$ cat src/rtl/rs232_pkg.sv
// Shared definitions for the buffered RS232 receiver: parity modes, receive
// FSM state encoding, FIFO entry layout and the bit-time divisor helper.
package rs232_pkg;

    localparam int unsigned PAR_NONE = 0;
    localparam int unsigned PAR_EVEN = 1;
    localparam int unsigned PAR_ODD  = 2;

    typedef enum logic [2:0] {
        IDLE,
        START,
        DATA,
        PAR,
        STOP,
        BRK
    } rx_state_e;

    // One received character as stored in the FIFO.
    typedef struct packed {
        logic       ferr;
        logic       perr;
        logic [7:0] data;
    } rx_entry_t;

    // Clock cycles per bit, rounded to nearest.
    function automatic int unsigned bit_cycles(input int unsigned clock_freq,
                                               input int unsigned baud);
        return (clock_freq + baud / 2) / baud;
    endfunction

endpackage

$ cat src/rtl/fifo.sv
// Synchronous show-ahead FIFO of arbitrary depth.
// Ports: clk, rst_n (sync, active low), wr/wdata push, rd pop,
// rdata head entry (zero when empty), empty/full registered flags.
// Pushes while full and pops while empty are ignored.
module fifo #(
    parameter int unsigned data_width = 8,
    parameter int unsigned depth      = 4
) (
    input  logic                  clk,
    input  logic                  rst_n,
    input  logic                  wr,
    input  logic [data_width-1:0] wdata,
    input  logic                  rd,
    output logic [data_width-1:0] rdata,
    output logic                  empty,
    output logic                  full
);

    localparam int unsigned PTR_W = (depth > 1) ? $clog2(depth) : 1;
    localparam int unsigned CNT_W = $clog2(depth + 1);

    logic [data_width-1:0] mem [depth];
    logic [PTR_W-1:0]      wr_ptr;
    logic [PTR_W-1:0]      rd_ptr;
    logic [CNT_W-1:0]      count;
    logic                  wr_en;
    logic                  rd_en;

    assign wr_en = wr && !full;
    assign rd_en = rd && !empty;

    // Head is presented combinationally; zero while nothing is queued.
    assign rdata = empty ? '0 : mem[rd_ptr];

    function automatic logic [PTR_W-1:0] ptr_next(input logic [PTR_W-1:0] p);
        return (p == PTR_W'(depth - 1)) ? '0 : p + PTR_W'(1);
    endfunction

    // Storage array, no reset needed.
    always_ff @(posedge clk) begin
        if (wr_en) begin
            mem[wr_ptr] <= wdata;
        end
    end

    // Pointers, occupancy and flags.
    always_ff @(posedge clk) begin
        if (!rst_n) begin
            wr_ptr <= '0;
            rd_ptr <= '0;
            count  <= '0;
            empty  <= 1'b1;
            full   <= 1'b0;
        end else begin
            if (wr_en) begin
                wr_ptr <= ptr_next(wr_ptr);
            end
            if (rd_en) begin
                rd_ptr <= ptr_next(rd_ptr);
            end
            case ({wr_en, rd_en})
                2'b10: begin
                    count <= count + CNT_W'(1);
                    empty <= 1'b0;
                    full  <= (count == CNT_W'(depth - 1));
                end
                2'b01: begin
                    count <= count - CNT_W'(1);
                    full  <= 1'b0;
                    empty <= (count == CNT_W'(1));
                end
                default: ;
            endcase
        end
    end

endmodule

$ cat src/rtl/rs232_rx_core.sv
// Oversampling RS232 receive FSM.
// Ports: clk, rst_n (sync, active low), rxd_s synchronised line,
// div bit time in clocks (latched when a start edge is seen),
// data received character (zero-extended), perr parity error,
// ferr framing error (valid with push), push one-cycle strobe at the
// stop-bit sample.
module rs232_rx_core
    import rs232_pkg::*;
#(
    parameter int unsigned data_bits = 8,
    parameter int unsigned parity    = PAR_NONE,
    parameter int unsigned cnt_w     = 12
) (
    input  logic             clk,
    input  logic             rst_n,
    input  logic             rxd_s,
    input  logic [cnt_w-1:0] div,
    output logic [7:0]       data,
    output logic             perr,
    output logic             ferr,
    output logic             push
);

    localparam int unsigned IDX_W    = 3;
    localparam logic [IDX_W-1:0] LAST_IDX = IDX_W'(data_bits - 1);
    localparam logic             ODD_PAR  = 1'(parity == PAR_ODD);
    localparam logic             USE_PAR  = 1'(parity != PAR_NONE);

    rx_state_e        state;
    logic [cnt_w-1:0] cnt;
    logic [cnt_w-1:0] div_q;
    logic [IDX_W-1:0] idx;
    logic             expire;

    assign expire = (cnt == '0);

    // The entry is pushed in the same cycle the stop bit is sampled.
    assign push = (state == STOP) && expire;
    assign ferr = ~rxd_s;

    always_ff @(posedge clk) begin
        if (!rst_n) begin
            state <= IDLE;
            cnt   <= '0;
            div_q <= '0;
            idx   <= '0;
            data  <= '0;
            perr  <= 1'b0;
        end else begin
            case (state)
                IDLE: begin
                    if (!rxd_s) begin
                        state <= START;
                        div_q <= div;
                        cnt   <= (div >> 1) - cnt_w'(1);
                        idx   <= '0;
                        data  <= '0;
                        perr  <= 1'b0;
                    end
                end
                START: begin
                    if (expire) begin
                        if (rxd_s) begin
                            state <= IDLE;
                        end else begin
                            state <= DATA;
                            cnt   <= div_q - cnt_w'(1);
                            idx   <= '0;
                        end
                    end else begin
                        cnt <= cnt - cnt_w'(1);
                    end
                end
                DATA: begin
                    if (expire) begin
                        data[idx] <= rxd_s;
                        cnt       <= div_q - cnt_w'(1);
                        if (idx == LAST_IDX) begin
                            state <= USE_PAR ? PAR : STOP;
                        end else begin
                            idx <= idx + IDX_W'(1);
                        end
                    end else begin
                        cnt <= cnt - cnt_w'(1);
                    end
                end
                PAR: begin
                    if (expire) begin
                        // Bits above data_bits are zero, so a full reduction is safe.
                        perr  <= (^data) ^ rxd_s ^ ODD_PAR;
                        cnt   <= div_q - cnt_w'(1);
                        state <= STOP;
                    end else begin
                        cnt <= cnt - cnt_w'(1);
                    end
                end
                STOP: begin
                    if (expire) begin
                        state <= rxd_s ? IDLE : BRK;
                    end else begin
                        cnt <= cnt - cnt_w'(1);
                    end
                end
                BRK: begin
                    // Hold off until the line returns high so a break cannot re-trigger.
                    if (rxd_s) begin
                        state <= IDLE;
                    end
                end
                default: state <= IDLE;
            endcase
        end
    end

endmodule

$ cat src/rtl/rs232_rxc.sv
// Buffered RS232 receiver: synchroniser, receive FSM and character FIFO.
// Ports: clk, rst_n (sync, active low), fsel baud select (1 fast, 0 slow),
// rxd serial line, rd pop head, clr_ovr clear overrun;
// data_out/perr/ferr head entry (show-ahead), empty, full, ovr sticky overrun.
module rs232_rxc
    import rs232_pkg::*;
#(
    parameter int unsigned clock_freq = 50000000,
    parameter int unsigned baud_fast  = 115200,
    parameter int unsigned baud_slow  = 19200,
    parameter int unsigned data_bits  = 8,
    parameter int unsigned parity     = PAR_NONE,
    parameter int unsigned num_slots  = 63
) (
    input  logic       clk,
    input  logic       rst_n,
    input  logic       fsel,
    input  logic       rxd,
    input  logic       rd,
    input  logic       clr_ovr,
    output logic [7:0] data_out,
    output logic       perr,
    output logic       ferr,
    output logic       empty,
    output logic       full,
    output logic       ovr
);

    localparam int unsigned BIT_FAST = bit_cycles(clock_freq, baud_fast);
    localparam int unsigned BIT_SLOW = bit_cycles(clock_freq, baud_slow);
    localparam int unsigned CNT_W    = $clog2(BIT_SLOW);

    logic             rxd_m;
    logic             rxd_s;
    logic [CNT_W-1:0] div;
    logic [7:0]       core_data;
    logic             core_perr;
    logic             core_ferr;
    logic             push;
    logic             push_ok;
    rx_entry_t        wr_entry;
    rx_entry_t        rd_entry;

    // Two-flop synchroniser, preloaded to the idle line level.
    always_ff @(posedge clk) begin
        if (!rst_n) begin
            rxd_m <= 1'b1;
            rxd_s <= 1'b1;
        end else begin
            rxd_m <= rxd;
            rxd_s <= rxd_m;
        end
    end

    assign div = fsel ? CNT_W'(BIT_FAST) : CNT_W'(BIT_SLOW);

    rs232_rx_core #(
        .data_bits (data_bits),
        .parity    (parity),
        .cnt_w     (CNT_W)
    ) u_core (
        .clk   (clk),
        .rst_n (rst_n),
        .rxd_s (rxd_s),
        .div   (div),
        .data  (core_data),
        .perr  (core_perr),
        .ferr  (core_ferr),
        .push  (push)
    );

    assign wr_entry = '{ferr: core_ferr, perr: core_perr, data: core_data};

    // Fullness is judged before any same-cycle pop, so a pop never rescues a push.
    assign push_ok = push && !full;

    fifo #(
        .data_width ($bits(rx_entry_t)),
        .depth      (num_slots)
    ) u_fifo (
        .clk   (clk),
        .rst_n (rst_n),
        .wr    (push_ok),
        .wdata (wr_entry),
        .rd    (rd),
        .rdata (rd_entry),
        .empty (empty),
        .full  (full)
    );

    assign data_out = rd_entry.data;
    assign perr     = rd_entry.perr;
    assign ferr     = rd_entry.ferr;

    // Sticky overrun; a new overrun beats a simultaneous clear.
    always_ff @(posedge clk) begin
        if (!rst_n) begin
            ovr <= 1'b0;
        end else if (push && full) begin
            ovr <= 1'b1;
        end else if (clr_ovr) begin
            ovr <= 1'b0;
        end
    end

endmodule

$ cat config.mk
export PLATFORM = sky130hd
export DESIGN_NAME = rs232_rxc
export DESIGN_NICKNAME = d
export VERILOG_FILES = /design/src/rtl/rs232_pkg.sv /design/src/rtl/fifo.sv /design/src/rtl/rs232_rx_core.sv /design/src/rtl/rs232_rxc.sv
export SDC_FILE = /design/constraint.sdc
export NUM_CORES = 1
export LEC_CHECK = 0
export ABC_AREA = 0
export BUFFER_PORTS_ARGS = -buffer_cell sky130_fd_sc_hd__buf_4
export CAP_MARGIN = 20
export CORE_MARGIN = 5
export CORE_UTILIZATION = 45
export CTS_CLUSTER_DIAMETER = 200
export CTS_CLUSTER_SIZE = 24
export DETAILED_ROUTE_END_ITERATION = 6
export MAX_ROUTING_LAYER = met4
export PLACE_DENSITY = 0.62
export REMOVE_ABC_BUFFERS = 1
export SLEW_MARGIN = 20
export SYNTH_ARGS = -nofsm -noshare
export SYNTH_HDL_FRONTEND = slang
export SYNTH_SLANG_ARGS = --single-unit
$ cat constraint.sdc
create_clock -name clk -period 2.98 [get_ports clk]
set_input_delay 0.596 -clock clk [delete_from_list [all_inputs] [get_ports clk]]
set_output_delay 0.596 -clock clk [all_outputs]
set_load 0.02 [all_outputs]
==> impl_metrics.tcl <==
set metrics [dict create \
    outcome "finished with violations" \
    violations "negative setup slack" \
    netSwitchingPower_mw 3.134 \
    drtIter0Drc 1406 \
    synth_ff_type "edfxtp_1" \
    synth_compound_area_share_pct 5.761 \
    multi_input_area_um2 7620 \
    ff_latch_area_um2 20120 \
    cts_buffer_depth 3 \
    critPathMaxFanout 14 \
    min_period_over_period_pct 113.4 \
    hold_slack_ns 0.1936 \
    netlist_area_um2 27870 \
    area_delta_synth_final_pct 14.30 \
    final-setup-viol-count 10 \
    place_congestion 0.8608 \
    via_per_inst 5.882 \
    drive_gt1_share_pct 27.79 \
    yosys_warnings 0 \
    path_clk_slew_ns 0.10 \
    crit_path_end "data_out[3]" \
    routedWlPerCell_um 26.05 \
    crit_arrival_ns 2.78 \
    grt_use_total_pct 20.72 \
    finalCoreUtilization_pct 51.80 \
    slew_viol_final 0 \
    async_flop_share_pct 0 \
    cp_data_required_time_ns 2.38 \
    power_mw 15.95 \
    synth.distinct_cells 72 \
    numPortBuffers 18 \
    die_area_um2 67000 \
    rsz0062_at_grt "true" \
    p_clk_share_pct 32.5 \
    synth_mux_area_share_pct 12.86 \
    power_frac_seq_pct 65.4 \
    power_density_nw_per_um2 500.7 \
    synth_adder_area_share_pct 0.7633 \
    wirelength_mm 68.04 \
    crit_path_end_kind "output port" \
    grt_pass1_wl_mm 100.7 \
    root_buffer "clkbuf_16" \
    hold_buffers 0 \
    p_int_mw 12.81 \
    route.detailed.drc 0 \
    synth_top_family_by_area "multiplexers" \
    fill_cells 4966 \
    r2r_start "u_core.cnt[0]$_SDFFE_PN0P_" \
    synth_seq_cells 689 \
    initial_core_util_pct 45.32 \
    fmax_mhz 295.8 \
    switching_share_pct 19.65 \
    synth_xor_area_share_pct 0.8801 \
    clk_latency_ns 0.59 \
    yosys.area_share.simple_pct 5.936 \
    cts_tree "done" \
    hp-start "rxd" \
    worst_slack_ns -0.4008 \
    combinationalPowerShare_pct 2.2 \
    rr_endpoint "u_fifo.count[5]$_SDFFE_PN0P_" \
    dpl.hpwl_mm 44.82 \
    die_height_um 258.8 \
    fp.dieW_um 258.8 \
    row_count 91 \
    fin_crit_ns 3.381 \
    worst_pin_slew_ns 0.9863 \
    p_leak_nw 10.13 \
    ys_seq_area_share_pct 72.13 \
    path_class "reg2out" \
    syn_inst 1635 \
    boundaryPins 19 \
    first_global_vias 15318 \
    coreArea_um2 61480 \
    vias 15363 \
    startpoint_type "flop" \
    finalHoldViolCount 0 \
    peakVddDrop_mv 0.3018 \
    reg2reg_setup_slack_ns 0.24 \
    antenna_found_initial 0 \
    max-cap-violations 0 \
    post-place-cells 2531 \
    cts.sinks 689 \
    final_cells 2612 \
    final_common_cell "edfxtp_1" \
    hold_depth 2 \
    nets 1831 \
    htreeDepth 2 \
    synth-edff-count 630 \
    firstDrtPassIters 5 \
    r2r_cells 12 \
    skew_ns 0.02542 \
    timing.slew.headroom_pct 34.25 \
    final_cell_mix "edfxtp_1 (630), buf_4 (187), nor2_1 (122), mux4_2 (102), nand2_1 (76)" \
    hold_class "in2reg" \
    grt_max_degree 65 \
    cts-buffers-inserted 34 \
    grt_overflow 0 \
    avgSynthCellArea_um2 17.04 \
    antenna_left 0 \
]
==> critical path, stage by stage, from the launching register on <==
cell	delay (ns)
dfxtp_4	0.46
buf_12	0.18
mux4_2	0.56
nand2_1	0.11
o311a_4	0.23
o211ai_1	0.19
buf_4	0.22
o2bb2ai_4	0.12
buf_6	0.14
==> repair_timing <==
item / 4_1_cts / 5_1_grt
resized for setup: 38 / 44
pin swaps: 16 / 16
gates cloned: 3 / 0
setup buffers: 16 / 13
setup endpoints to repair: 10 / 11
==> worst min path at each step <==
stage | to | slack [ns]
floorplan | rxd_s$_SDFF_PN1_ | 0.39
global placement | rxd_s$_SDFF_PN1_ | 0.41
detailed placement | rxd_s$_SDFF_PN1_ | 0.41
CTS | rxd_m$_SDFF_PN1_ | 0.17
global route | rxd_m$_SDFF_PN1_ | 0.17
finish | rxd_m$_SDFF_PN1_ | 0.19
==> per-layer routing <==
metal  part of all wire (%)  vias up  GRT usage [%]
met4                    2.5        0          5.740
li1                       -     6820              -
met3                    6.0       84          3.342
met2                     48      459          32.30
met1                     43     8000          28.79
met5                      0        -              -
==> kinds of logic (layout without fill, tap and decap cells) <==
kind of cell,after synthesis,in the layout
fa+ha+maj,17,17
other cells,0,1
buf+inv,106,292
simple gates,335,335
flops,689,689
xor+xnor,28,28
compound gates,236,236
mux,224,224
==> registers in the layout, summed over array words and instances, names as in the netlist, named ones only <==
signal         cells
u_fifo.mem       630
u_core.cnt        12
u_core.data        8
u_fifo.count       6
u_fifo.rd_ptr      6
u_fifo.wr_ptr      6
u_core.div_q       3
u_core.idx         3
u_core.state       3
ovr                1
rxd_m              1
rxd_s              1
u_core.perr        1
u_fifo.empty       1
u_fifo.full        1
==> cell usage after synthesis (all sizes together) (4+ instances only) <==
cell	instances	share of area (%)
a211oi	25	0.67
nand2	77	1.0
ha	17	0.76
a21oi	30	0.55
or3b	4	0.13
nand2b	14	0.31
mux2	52	2.1
o211ai	13	0.35
nor3b	5	0.13
nor2b	21	0.47
edfxtp	630	68
and3	4	0.090
mux4	102	8.2
nor4	11	0.37
xor2	12	0.38
nand4	8	0.18
o21a	4	0.11
nor3	12	0.22
o311a	6	0.22
a22oi	30	0.81
o21ai	47	0.84
a31oi	7	0.16
inv	16	0.22
nor2	122	1.6
nand3	25	0.45
dfxtp	59	4.2
clkbuf	43	0.58
or3	10	0.23
and2	5	0.12
o2bb2ai	11	0.35
mux2i	70	2.5
nand3b	5	0.13
o22ai	33	0.74
buf	46	0.86
xnor2	16	0.50
==> cell type report <==
class / count / area share (%)
Sequential cell: 689 / 63.18
Multi-Input combinational cell: 840 / 23.92
Tap cell: 790 / 3.103
Timing Repair Buffer: 226 / 6.517
Inverter: 17 / 0.2003
Clock inverter: 1 / 0.02750
Clock buffer: 48 / 3.037
Antenna cell: 1 / 0.007857
==> power by group through the flow <==
stage | logic, mW | registers (mW) | clock network, mW
after floorplan | 0.230 | 10.6 | 0
after global placement | 0.333 | 10.6 | 0
after detailed placement | 0.339 | 10.6 | 0
after CTS | 0.342 | 10.4 | 5.31
after global routing | 0.377 | 10.4 | 5.67
final | 0.346 | 10.4 | 5.18
==> through the flow <==
stage               cell area [um2]  setup TNS [ns]  worst slack (ns)
floorplan                     27460          -47.84            -4.944
global placement              30140               0            0.1265
detailed placement            30140               0           0.09034
CTS                           31580          -3.942           -0.4193
global route                  31850          -4.200           -0.4717
finish                        31850          -3.377           -0.4008
(Power assumes the default switching activity.)
